--- src/rtl/bzseq_pkg.sv ---
// bzseq_pkg: state encoding, default timing constants and note byte field layout for the melody sequencer.
package bzseq_pkg;
   typedef enum logic [1:0] {S_IDLE, S_START, S_NOTE, S_GAP} state_t;
   localparam int DEF_DEPTH = 16;
   localparam int DEF_TICK_PER_UNIT = 2000000;
   localparam int DEF_GAP = 20000;
   localparam int CODE_W = 4;
   localparam int DUR_LSB = 4;
   localparam int PITCH_LSB = 0;
   function automatic logic [CODE_W-1:0] dur_of(input logic [7:0] n);
      return n[DUR_LSB +: CODE_W];
   endfunction
   function automatic logic [7:0] mk_note(input logic [CODE_W-1:0] d, input logic [CODE_W-1:0] p);
      return (8'(d) << DUR_LSB) | (8'(p) << PITCH_LSB);
   endfunction
endpackage

--- src/rtl/bzseq_unit_tick.sv ---
// bzseq_unit_tick: unit prescaler; wrap pulses on every TICK_PER_UNIT-th clock after clr releases.
module bzseq_unit_tick
   import bzseq_pkg::*;
#(
   parameter int TICK_PER_UNIT = DEF_TICK_PER_UNIT
) (
   input  logic clk,
   input  logic rst,
   input  logic clr,
   output logic wrap
);
   localparam int W = $clog2(TICK_PER_UNIT);
   logic [W-1:0] cnt;
   assign wrap = cnt == W'(TICK_PER_UNIT - 1);
   always_ff @(posedge clk)
      if (!rst || clr || wrap) cnt <= '0;
      else cnt <= cnt + W'(1);
endmodule

--- src/rtl/bz_sequencer.sv ---
// bz_sequencer: buffers note bytes and plays them to the buzzer with timed start pulses.
// Define BZSEQ_LOOP_EN to repeat the melody until stop instead of finishing with a done pulse.
module bz_sequencer
   import bzseq_pkg::*;
#(
   parameter int DEPTH = DEF_DEPTH,
   parameter int TICK_PER_UNIT = DEF_TICK_PER_UNIT,
   parameter int GAP = DEF_GAP
) (
   input  logic                     clk,
   input  logic                     rst,
   input  logic                     wr_en,
   input  logic [7:0]               wr_data,
   input  logic                     clr,
   input  logic                     play,
   input  logic                     stop,
   output logic                     bz_start,
   output logic [7:0]               bz_val,
   output logic                     busy,
   output logic                     done,
   output logic [$clog2(DEPTH):0]   count,
   output logic                     full
);
   localparam int IW = $clog2(DEPTH);
   localparam int CW = IW + 1;
   localparam int GW = $clog2(GAP);
   state_t state;
   logic [7:0] mem [DEPTH];
   logic [IW-1:0] idx, nidx;
   logic [CODE_W-1:0] len;
   logic [GW-1:0] gcnt;
   logic wrap, wr_ok, gap_end, last;
   assign full = count == CW'(DEPTH);
   assign busy = state != S_IDLE;
   assign wr_ok = rst && state == S_IDLE && wr_en && !clr && !full;
   assign gap_end = gcnt == GW'(GAP - 1);
   assign last = CW'(idx) + CW'(1) >= count;
   assign nidx = last ? '0 : idx + IW'(1);
   bzseq_unit_tick #(.TICK_PER_UNIT(TICK_PER_UNIT)) u_tick (
      .clk(clk),
      .rst(rst),
      .clr(state != S_NOTE),
      .wrap(wrap)
   );
   always_ff @(posedge clk)
      if (wr_ok) mem[count[IW-1:0]] <= wr_data;
   always_ff @(posedge clk) begin
      if (!rst) begin
         state <= S_IDLE;
         count <= '0;
         idx <= '0;
         len <= '0;
         gcnt <= '0;
         bz_start <= 1'b0;
         bz_val <= '0;
         done <= 1'b0;
      end else begin
         bz_start <= 1'b0;
         done <= 1'b0;
         if (state == S_IDLE && clr) count <= '0;
         else if (wr_ok) count <= count + CW'(1);
         if (state != S_IDLE && stop) begin
            state <= S_IDLE;
            bz_val <= '0;
         end else begin
            case (state)
               S_IDLE:
                  if (play && !stop && count != '0) begin
                     state <= S_START;
                     idx <= '0;
                     bz_start <= 1'b1;
                     bz_val <= mem[0];
                  end
               S_START: begin
                  state <= S_NOTE;
                  len <= dur_of(bz_val);
               end
               // one length step per unit wrap; the final wrap ends the note
               S_NOTE:
                  if (wrap) begin
                     if (len == '0) begin
                        state <= S_GAP;
                        bz_val <= '0;
                        gcnt <= '0;
                     end else len <= len - CODE_W'(1);
                  end
               S_GAP: begin
                  gcnt <= gcnt + GW'(1);
`ifdef BZSEQ_LOOP_EN
                  if (gap_end) begin
                     state <= S_START;
                     idx <= nidx;
                     bz_start <= 1'b1;
                     bz_val <= mem[nidx];
                  end
`else
                  if (gap_end && last) begin
                     state <= S_IDLE;
                     done <= 1'b1;
                  end else if (gap_end) begin
                     state <= S_START;
                     idx <= nidx;
                     bz_start <= 1'b1;
                     bz_val <= mem[nidx];
                  end
`endif
               end
            endcase
         end
      end
   end
endmodule

--- config.mk ---
export PLATFORM = sky130hd
export DESIGN_NAME = bz_sequencer
export DESIGN_NICKNAME = d
export VERILOG_FILES = /design/src/rtl/bzseq_pkg.sv /design/src/rtl/bzseq_unit_tick.sv /design/src/rtl/bz_sequencer.sv
export SDC_FILE = /design/constraint.sdc
export NUM_CORES = 1
export LEC_CHECK = 0
export ABC_AREA = 1
export CAP_MARGIN = 20
export CORE_UTILIZATION = 45
export DETAILED_ROUTE_END_ITERATION = 7
export GPL_TIMING_DRIVEN = 0
export HOLD_SLACK_MARGIN = 0.15
export SETUP_SLACK_MARGIN = 0.02
export SLEW_MARGIN = 0
export SYNTH_ARGS = -nofsm -noshare
export SYNTH_HDL_FRONTEND = slang
export SYNTH_SLANG_ARGS = --single-unit
export TNS_END_PERCENT = 20
--- constraint.sdc ---
create_clock -name clk -period 2.53 [get_ports clk]
set_clock_uncertainty 0.2 [all_clocks]
set_input_delay 0.253 -clock clk [delete_from_list [all_inputs] [get_ports clk]]
set_output_delay 0.253 -clock clk [all_outputs]
set_load 0.02 [all_outputs]
After elaboration in Yosys (flattened, before gate mapping)
Memory sizes are Yosys's and may differ from the RTL's.
Cells that the tools add are included.
{"block": "classes", "add_sub_neg": 6, "n_lt_le_gt_ge": 1, "eq_ne": 14, "n_mux": 30, "bitwise_logic": 3, "reduce_logical": 31}
{"cell": "$mux 8", "count": 5}
{"cell": "$mux 15", "count": 2}
{"cell": "$pmux 15 s2", "count": 1}
{"cell": "$mux 4", "count": 6}
{"cell": "$pmux 8 s3", "count": 1}
{"cell": "$add 21x1->21 const B", "count": 1}
{"cell": "$eq 21x21->1 const B", "count": 1}
{"cell": "$pmux 4 s2", "count": 2}
{"cell": "$add 15x1->15 const B", "count": 1}
{"cell": "$eq 15x15->1 const B", "count": 1}
{"cell": "$reduce_and 4->1", "count": 3}
{"cell": "$mux 2", "count": 5}
{"cell": "$ne 2x2->1 const B", "count": 5}
{"cell": "$logic_and 1x1->1", "count": 9}
{"cell": "$pmux 2 s4", "count": 1}
{"cell": "$reduce_bool 2->1", "count": 4}
{"cell": "$mux 1", "count": 6}
{"cell": "$reduce_and 6->1", "count": 1}
{"cell": "$add 4x1->5 const B", "count": 1}
{"cell": "$add 5x1->5 const B", "count": 1}
{"cell": "$eq 5x5->1 const B", "count": 1}
{"cell": "$ge 5x5->1", "count": 1}
{"cell": "$reduce_and 5->1", "count": 1}
{"cell": "$reduce_bool 5->1", "count": 1}
{"cell": "15 further kinds", "count": 24}
{"block": "word_totals", "register_bits": 61, "ramBits": 128, "in_bits": 14, "out_inout_bits": 17, "word_cells": 95, "memories": 1}
{"name": "mem", "words": 16, "word_bits": 8, "read_ports": 2, "rd_ports_with_merged_regs": 0, "wr": 1, "line_no": "bz_sequencer.sv:28", "text": "logic [7:0] mem [DEPTH];"}

Logic depth before layout (Yosys ltp)
{"block": "logic_depth", "word_depth": 7, "mapped_depth": 18}

By module
Synthesis repeated with hierarchy kept, for this count alone.
{"block": "hier_totals", "hier_cells": 932, "area_unflattened_um2": 8654.6}
{"mod": "bz_sequencer", "instances": 1, "cells_per_inst": 770, "area_each_um2": 7536.0}
{"mod": "bzseq_unit_tick", "instances": 1, "cells_per_inst": 162, "area_each_um2": 1118.6}

Worst setup path before layout
OpenSTA, ideal clock, no wires.
{"block": "synth_path", "path_type": "flip-flop to flip-flop", "start": "reg idx[0]", "end": "reg bz_val[0]", "setup_time_ps": 116, "t_arrival_ps": 2301, "required_time_ps": 2214, "path_slack_ps": -87, "path_stages_with_launch": 18, "period_less_slack_ps": 2617, "path_cell_list": "dfxtp_1 > buf_4 > nand3_1 > xor2_1 > inv_1 > ha_1 > nand2_1 > inv_2 > a21oi_2 > buf_4 > nand3_2 > inv_1 > buf_2 > nand3_1 > nand3_1 > nand3_1 > nand2_1 > a21oi_2"}
{"block": "synth_between", "elab_chain_cells": 7}
{"element": "start: declaration", "line_no": "bz_sequencer.sv:29", "text": "logic [IW-1:0] idx, nidx;"}
{"element": "start signal: assignment", "line_no": "bz_sequencer.sv:102", "text": "idx <= nidx;"}
{"element": "$add 4x1->5", "line_no": "bz_sequencer.sv:37", "text": "assign last = CW'(idx) + CW'(1) >= count;"}
{"element": "$ge 5x5->1", "line_no": "bz_sequencer.sv:37"}
{"element": "$mux 4", "line_no": "bz_sequencer.sv:38", "text": "assign nidx = last ? '0 : idx + IW'(1);"}
{"element": "$mem_v2 16x8"}
{"element": "$mux 8", "line_no": "bz_sequencer.sv:100", "text": "end else if (gap_end) begin"}
{"element": "$mux 8", "line_no": "bz_sequencer.sv:97", "text": "if (gap_end && last) begin"}
{"element": "$pmux 8 s3", "line_no": "bz_sequencer.sv:66", "text": "case (state)"}
{"element": "end signal: assignment", "line_no": "bz_sequencer.sv:72", "text": "bz_val <= mem[0];"}
{"element": "end signal: assignment", "line_no": "bz_sequencer.sv:104", "text": "bz_val <= mem[nidx];"}
{"element": "end: declaration", "line_no": "bz_sequencer.sv:18", "text": "output logic [7:0] bz_val,"}
Several ways; a longest one is shown, not always the timed one. The select of a mux whose other input is x is not followed.
A chain may end at the register's enable or synchronous reset.

Worst setup path after layout
{"block": "layout_path", "start": "reg idx[0]", "end": "reg bz_val[3]"}
The elaborated chain is that of the path after synthesis.

==> qor.txt <==
Ratio of final minimum period to clock period: 107.0%
Failing checks: negative setup slack
Simple-Gate Fraction of Synth Area: 26.97%
Max Freq: 0.3694 GHz
Synth Area in Adders: 2.561%
Mux cell area share after synthesis: 0%
Post-route cell area: 10910 sq um
Global-route wire length before repair: 35120 um
Share of layout cells above drive strength 1: 17.74%
Placeable Area: 18960 sq um
Sequential fraction of the synthesis area: 57.59%
Slew Limit Fails: 0
Crit start category: flip-flop
CP Capture Type: flip-flop
Root Driver: clkbuf_16
DRC errors left: 0
Part of the power in registers: 34.3%
Area delta synth->final: 24.04%
Warnings from Yosys: 0
Hold slack: 0.2530 ns
Vias: 6761
Clock sink count: 189
WL per Instance: 16.99 um
Final setup TNS: -1.282 ns
Clock Power Share: 26.7%
Cts bufs inserted: 17
Initial Utilization: 46.40%
Die area: 20110 sq um
Flops & latches, synth: 189
Placer congestion estimate: 0.8902
Sw Ratio: 37.16%
Chip Width: 141.8 um
Worst Hold Class: reg2reg
Slew @ Worst Pin: 0.8144 ns
Synth cell types: 38
I/O pin count: 31
Ant diodes: 0
Worst-path fanout max: 6
Synth Area in Compound Gates: 4.823%
Min Tclk post-route: 2.707 ns
Fin. Hold Viols: 0
Slew HR: 45.70%
Placed instance area: 9455 sq um
Placed Instances: 1248
XOR/XNOR Fraction of Synth Area: 1.892%
Syn_nets: 990
PortBufs: 30
LEAKAGE: 0.003965 uW
Clk_lat worst skew: 0.44 ns
Pwr Density: 943.5 nW/um^2
Synthesized area per cell: 9.180 sq um
FP Rows: 50
Initial antenna violation count: 0
Outcome: finished, violations left
Total global-route track usage: 23.10%
Share of total power in combinational logic: 38.9%
First-pass DRT Iterations: 5
Final nets: 1062
Worst VDD drop: 0.5666 mV
Worst EP required: 2.66 ns
Cells after Synth: 958
P_int: 6468 uW
Die H: 141.8 um
# fillers: 1650
1st-iter DRT viols: 472
Synth Cell Area: 8795 sq um
Hold-fix buffers, CTS: 0
Largest net degree at the start of global routing: 19
DRT antenna net count: 0
Final WL: 22140 um
Worst-path clk slew: 0.07 ns
Maximum clock path buffer count: 2
DP HPWL: 15080 um
Gr ovfl total: 0
Max-cap violation count: 0
PnR worst setup slack: -0.1769 ns
CTS tree: done
Vias in the first global route: 6579
Main combinational cell family by area after synthesis: simple AND/OR/NAND/NOR gates
P_sw: 3825 uW
Final setup viols: 10
Htree depth: 4
Via density: 5.189
RSZ-0062 raised after global routing: true
Final non-filler cell total: 1303
Setup Crit Path Kind: reg2reg
CP arrival: 2.83 ns
Pre-CTS setup slack: -0.5907 ns
[cells by family (layout without fill, tap and decap cells)]
family / count (synthesis) / count (layout)
adders and majority gates: 18 / 18
DFF: 189 / 189
AOI/OAI and AO/OA: 74 / 74
and+or+nand+nor: 527 / 527
xor gates and xnor gates: 19 / 19
buffers and inverters: 131 / 216
[worst paths after layout]
| kind | startpoint | slack [ns] | endpoint | cells after the start |
|---|---|---|---|---|
| max | idx[0]$_SDFFE_PN0P_ | -0.18 | bz_val[3]$_SDFFE_PP0P_ | 17 |
| min | u_tick.cnt[0]$_SDFF_PP0_ | 0.25 | u_tick.cnt[0]$_SDFF_PP0_ | 1 |
| max reg2reg | idx[0]$_SDFFE_PN0P_ | -0.18 | bz_val[3]$_SDFFE_PP0P_ | 17 |
| min reg2reg | u_tick.cnt[0]$_SDFF_PP0_ | 0.25 | u_tick.cnt[0]$_SDFF_PP0_ | 1 |
[critical path, cell delays in order (launching register included)]
cell     delay, ns
dfxtp_4       0.37
ha_4          0.18
nand2_4       0.09
inv_2         0.05
nor2_4        0.10
ha_4          0.21
nand2_2       0.06
nand2_2       0.06
a21oi_4       0.19
buf_6         0.17
nand3_4       0.16
inv_6         0.13
buf_4         0.13
nand3_1       0.08
nand3_1       0.13
nand3_2       0.10
nand3_2       0.10
a21oi_2       0.06
[state kept, by name, indices dropped and copies added (netlist names)]
name and flops:
state 2, bz_val 8, u_tick.cnt 21, bz_start 1
len 4, idx 4, gcnt 15, mem 128
done 1, count 5
[timing repair]
item,in CTS,in global routing
pin swaps,14,23
resized for setup,86,59
setup buffers,12,10
cloned,0,1
setup endpoints to repair,135,151
[area by class of cell]
type                       instances  area, sq um  share of cell area (%)
multi-input combinational        638         3625                   33.23
clock buffer                      18        429.2                   3.934
sequential                       189         5075                   46.52
timing repair buffer              53        593.1                   5.436
clock inverter                    14        173.9                   1.594
inverter                          95        367.9                   3.372
tap                              260        325.3                   2.982
buffer                            36        320.3                   2.936
[synthesized netlist by cell type]
cell type    n  area share, %
nand2_1    215            9.2
edfxtp_1   128             44
nand3_1    128            7.3
nor2_1     106            4.5
inv_1       91            3.9
dfxtp_1     61             14
a21oi_1     39            2.2
nand4_1     37            2.6
ha_1        18            2.6
nor3_1      17           0.97
o21ai_0     17           0.97
clkbuf_1    16           0.68
xor2_1      15            1.5
buf_2       13           0.74
a21oi_2      9           0.90
buf_4        6           0.51
nor3_2       5           0.57
nor2_2       4           0.28
xnor2_1      4           0.40
a31oi_1      3           0.21
inv_2        3           0.13
o21a_1       3           0.26
nand3_2      2           0.23
nor2_4       2           0.26
nor3b_1      2           0.17
nor4_1       2           0.14
a211oi_1     1          0.085
and2_4       1           0.10
and3_1       1          0.071
buf_8        1           0.17
clkinv_1     1          0.043
nand2_2      1          0.071
nand3_4      1           0.20
nand3b_1     1          0.085
nor4_2       1           0.14
o211ai_1     1          0.085
o21ai_2      1           0.10
or2_2        1          0.071
[power by group through the flow]
| stage | logic, uW | clock network [uW] | registers [uW] |
|---|---|---|---|
| after detailed placement | 3210 | 0 | 3580 |
| after global placement | 3180 | 0 | 3580 |
| after floorplan | 2290 | 0 | 3590 |
| after global routing | 4400 | 2920 | 3550 |
| final | 4010 | 2750 | 3530 |
| after CTS | 3650 | 2800 | 3520 |
[cell usage in the layout (no fill, tap or decap), drive strengths merged]
cell type,count
nor4,3
and2,1
bufinv,2
nor2,112
nand3b,1
edfxtp,128
dlygate4sd2,1
dfxtp,61
or2,1
xor2,15
buf,44
nand3,131
and3,1
o21ai,18
nor3b,2
inv,102
o211ai,1
o21a,3
clkdlybuf4s50,29
clkinv,5
a31oi,3
nand4,37
clkbuf,33
ha,18
a21oi,48
nor3,22
nand2,216
a211oi,1
xnor2,4
[routing by layer]
metal | wire [um] | global-route usage [%] | up-vias
met1 | 9991 | 30.63 | 3150
met5 | 0 | 0 | -
met4 | 574 | 8.149 | 0
li1 | - | - | 3378
met2 | 10410 | 37.10 | 188
met3 | 1170 | 5.366 | 45
[metrics by stage]
| stage | power, uW | util [%] |
|---|---|---|
| final | 10290 | 57.55 |
| after global placement | 6754 | 49.88 |
| after global routing | 10870 | 57.55 |
| after detailed placement | 6788 | 49.88 |
| after floorplan | 5881 | - |
| after CTS | 9967 | 55.51 |
No activity file was read; power rests on OpenSTA's default activity.
==> patch: new RTL, same flow settings <==
Encoding of `state_t`: now one-hot (4 bits for 4 states).
--- a/src/rtl/bzseq_pkg.sv
+++ b/src/rtl/bzseq_pkg.sv
@@ -2,3 +2,3 @@
 package bzseq_pkg;
-   typedef enum logic [1:0] {S_IDLE, S_START, S_NOTE, S_GAP} state_t;
+   typedef enum logic [3:0] {S_IDLE = 4'b0001, S_START = 4'b0010, S_NOTE = 4'b0100, S_GAP = 4'b1000} state_t;
    localparam int DEF_DEPTH = 16;
Formal check against the unedited RTL: no difference found for any inputs over 10 cycles, from zero or initial values and one cycle with rst low; not proved beyond that.
==> patch against the original RTL <==
  * The run still ends with negative setup slack left
  * Total power increased by 8.1%
  * Routed wire length increased by 3.8%
  * Area after synthesis increased by 0.78%
  * Sequential share of layout area decreased by 0.83 points
  * Worst setup slack got worse by 0.027 ns
  * Cell area increased by 2.6%
  * Sequential cell count increased by 2
  * Utilization increased by 1.3 points
==> patch: results (changes against the original RTL) <==
Compound-Gate Fraction of Synth Area: 4.80% (-0.023 points)
most frequent cells after synthesis: nand2_1, nand3_1, edfxtp_1, nor2_1, inv_1
Post-Synth Adder-Cell Area: 1.84% (-0.73 points)
setup slack after layout: -0.204 ns (-0.0269 ns)
first-pass GRT wire length: 35.3 mm (+0.47%)
worst slew pin tran: 0.809 ns (-0.00502 ns)
Leakage: 4.11 nW (+3.7%)
Nets: 1071 (+0.85%)
Root Driver: clkbuf_16
R2R Setup Slk: -0.20 ns (-0.03 ns)
failing checks: negative setup slack
Peak VDD IR: 0.659 mV (+16%)
slowest cell on the critical path: dfxtp_4
gr usage total: 23.5% (+0.42 points)
dpl hpwl: 15.3 mm (+1.4%)
DR top layer: met4
Largest register FFs: 128 (unchanged)
first drt pass iteration count: 5 (unchanged)
# port buffers: 30 (unchanged)
status: complete, but fails checks
Ys Warns: 0 (unchanged)
Hold Path Class: register to register
dpl cells: 1264 (+1.3%)
ys async rst share: 0% (unchanged)
EDFF count, synth: 128 (unchanged)
register area share after synthesis: 57.6% (about the same)
hold slack: 0.251 ns (-0.00172 ns)
CP top delay family: simple AND/OR/NAND/NOR gates
Starting DRT DRC Count: 487 (+3.2%)
GR Layer Usage met1: 31.6% (+0.96 points)
final wirelength: 23.0 mm (+3.8%)
synthesized netlist net count: 997 (+0.71%)
clk slew on worst S/H paths: 0.07 ns (about the same)
Yosys cell types: 36 (-5.3%)
largest net degree at the start of global routing: 18 (-1)
met1 wire length: 10.3 mm (+2.9%)
Worst-Skew Late Latency: 0.44 ns (about the same)
n_diodes: 0 (unchanged)
clk buf depth: 2 (unchanged)
vias in the first global route: 6549 (-0.46%)
Final Setup Violations: 8 (-2)
cts-stage hold buffer count: 0 (unchanged)
RD Place Congestion: 0.879 (-1.3%)
Mapped Avg Cell Area: 9.14 sq um (-0.46%)
dominant cells by area after synthesis: edfxtp_1, dfxtp_1, nand2_1
worst stage delay on the critical path: 0.37 ns (about the same)
wire per inst: 17.4 um (+2.7%)
multiplexer share of the synthesized area: 0% (unchanged)
CTS Buf Count: 17 (unchanged)
fill count: 1655 (+0.30%)
initial antenna violation count: 0 (unchanged)
post-DR vias/cell: 5.34 (+2.8%)
GRT met2 Usage: 36.9% (-0.16 points)
crit path max fanout: 10 (+4)
met2 wire length: 10.6 mm (+2.2%)
met3 global-route usage: 5.11% (-0.25 points)
post-synthesis xor/xnor area fraction: 1.38% (-0.51 points)
share of cells above drive strength 1: 24.4% (+6.7 points)
WL met3: 1.35 mm (+15%)
Arrival @ worst endpoint: 2.86 ns (+0.03 ns)
-- patch: changes by cell type after synthesis, moves of 5 or more --
cell     change
a21oi_1      +6
a21oi_2      -7
ha_1         -5
inv_1       -11
inv_2        +7
nand3_1     +16
nor2_1       -8
nor3_2       -5
o21ai_0      +5
-- patch: layout make-up --
class	instances	area [sq um]	share of cell area (%)
clock inverters	12	128	1.14
well taps	260	325	2.91
flip-flops and latches	191	5120	45.7
clock buffers	20	437	3.90
inverters	90	353	3.15
multi-input cells	649	3910	34.9
repair buffers	55	576	5.14
plain buffers	40	353	3.15
-- patch: report_power, final --
| part | internal, W | switching [W] |
|---|---|---|
| logic | 0.00203 | 0.00296 |
| clock network | 0.00139 | 0.00125 |
| registers | 0.00342 | 0.0000949 |
-- patch: per-stage QoR --
stage | area [sq um] | TNS [ns] | power [W] | util [%] | setup WS (ns)
finish | 11200 | -1.38 | 0.0111 | 58.9 | -0.204
detailed placement | 9590 | -19.60 | 0.00697 | 50.4 | -0.645
CTS | 10900 | -0.986 | 0.0107 | 57.2 | -0.136
global route | 11200 | -2.35 | 0.0116 | 58.9 | -0.273
floorplan | 8930 | -2.13 | 0.00600 | - | -0.0791
global placement | 9560 | -34.49 | 0.00695 | 50.3 | -0.677
-- patch: worst paths after layout --
path              cells after the start          start       endpoint
hold reg to reg                       1  u_tick.cnt[0]  u_tick.cnt[0]
setup / recovery                     18         idx[0]      bz_val[3]
setup reg to reg                     18         idx[0]      bz_val[3]
hold / removal                        1  u_tick.cnt[0]  u_tick.cnt[0]
-- patch: timing repair --
action	in CTS	in global routing
gates cloned	2	1
buffers inserted	17	2
setup endpoints to repair	122	133
pin swaps	31	32
gates resized for setup	130	70
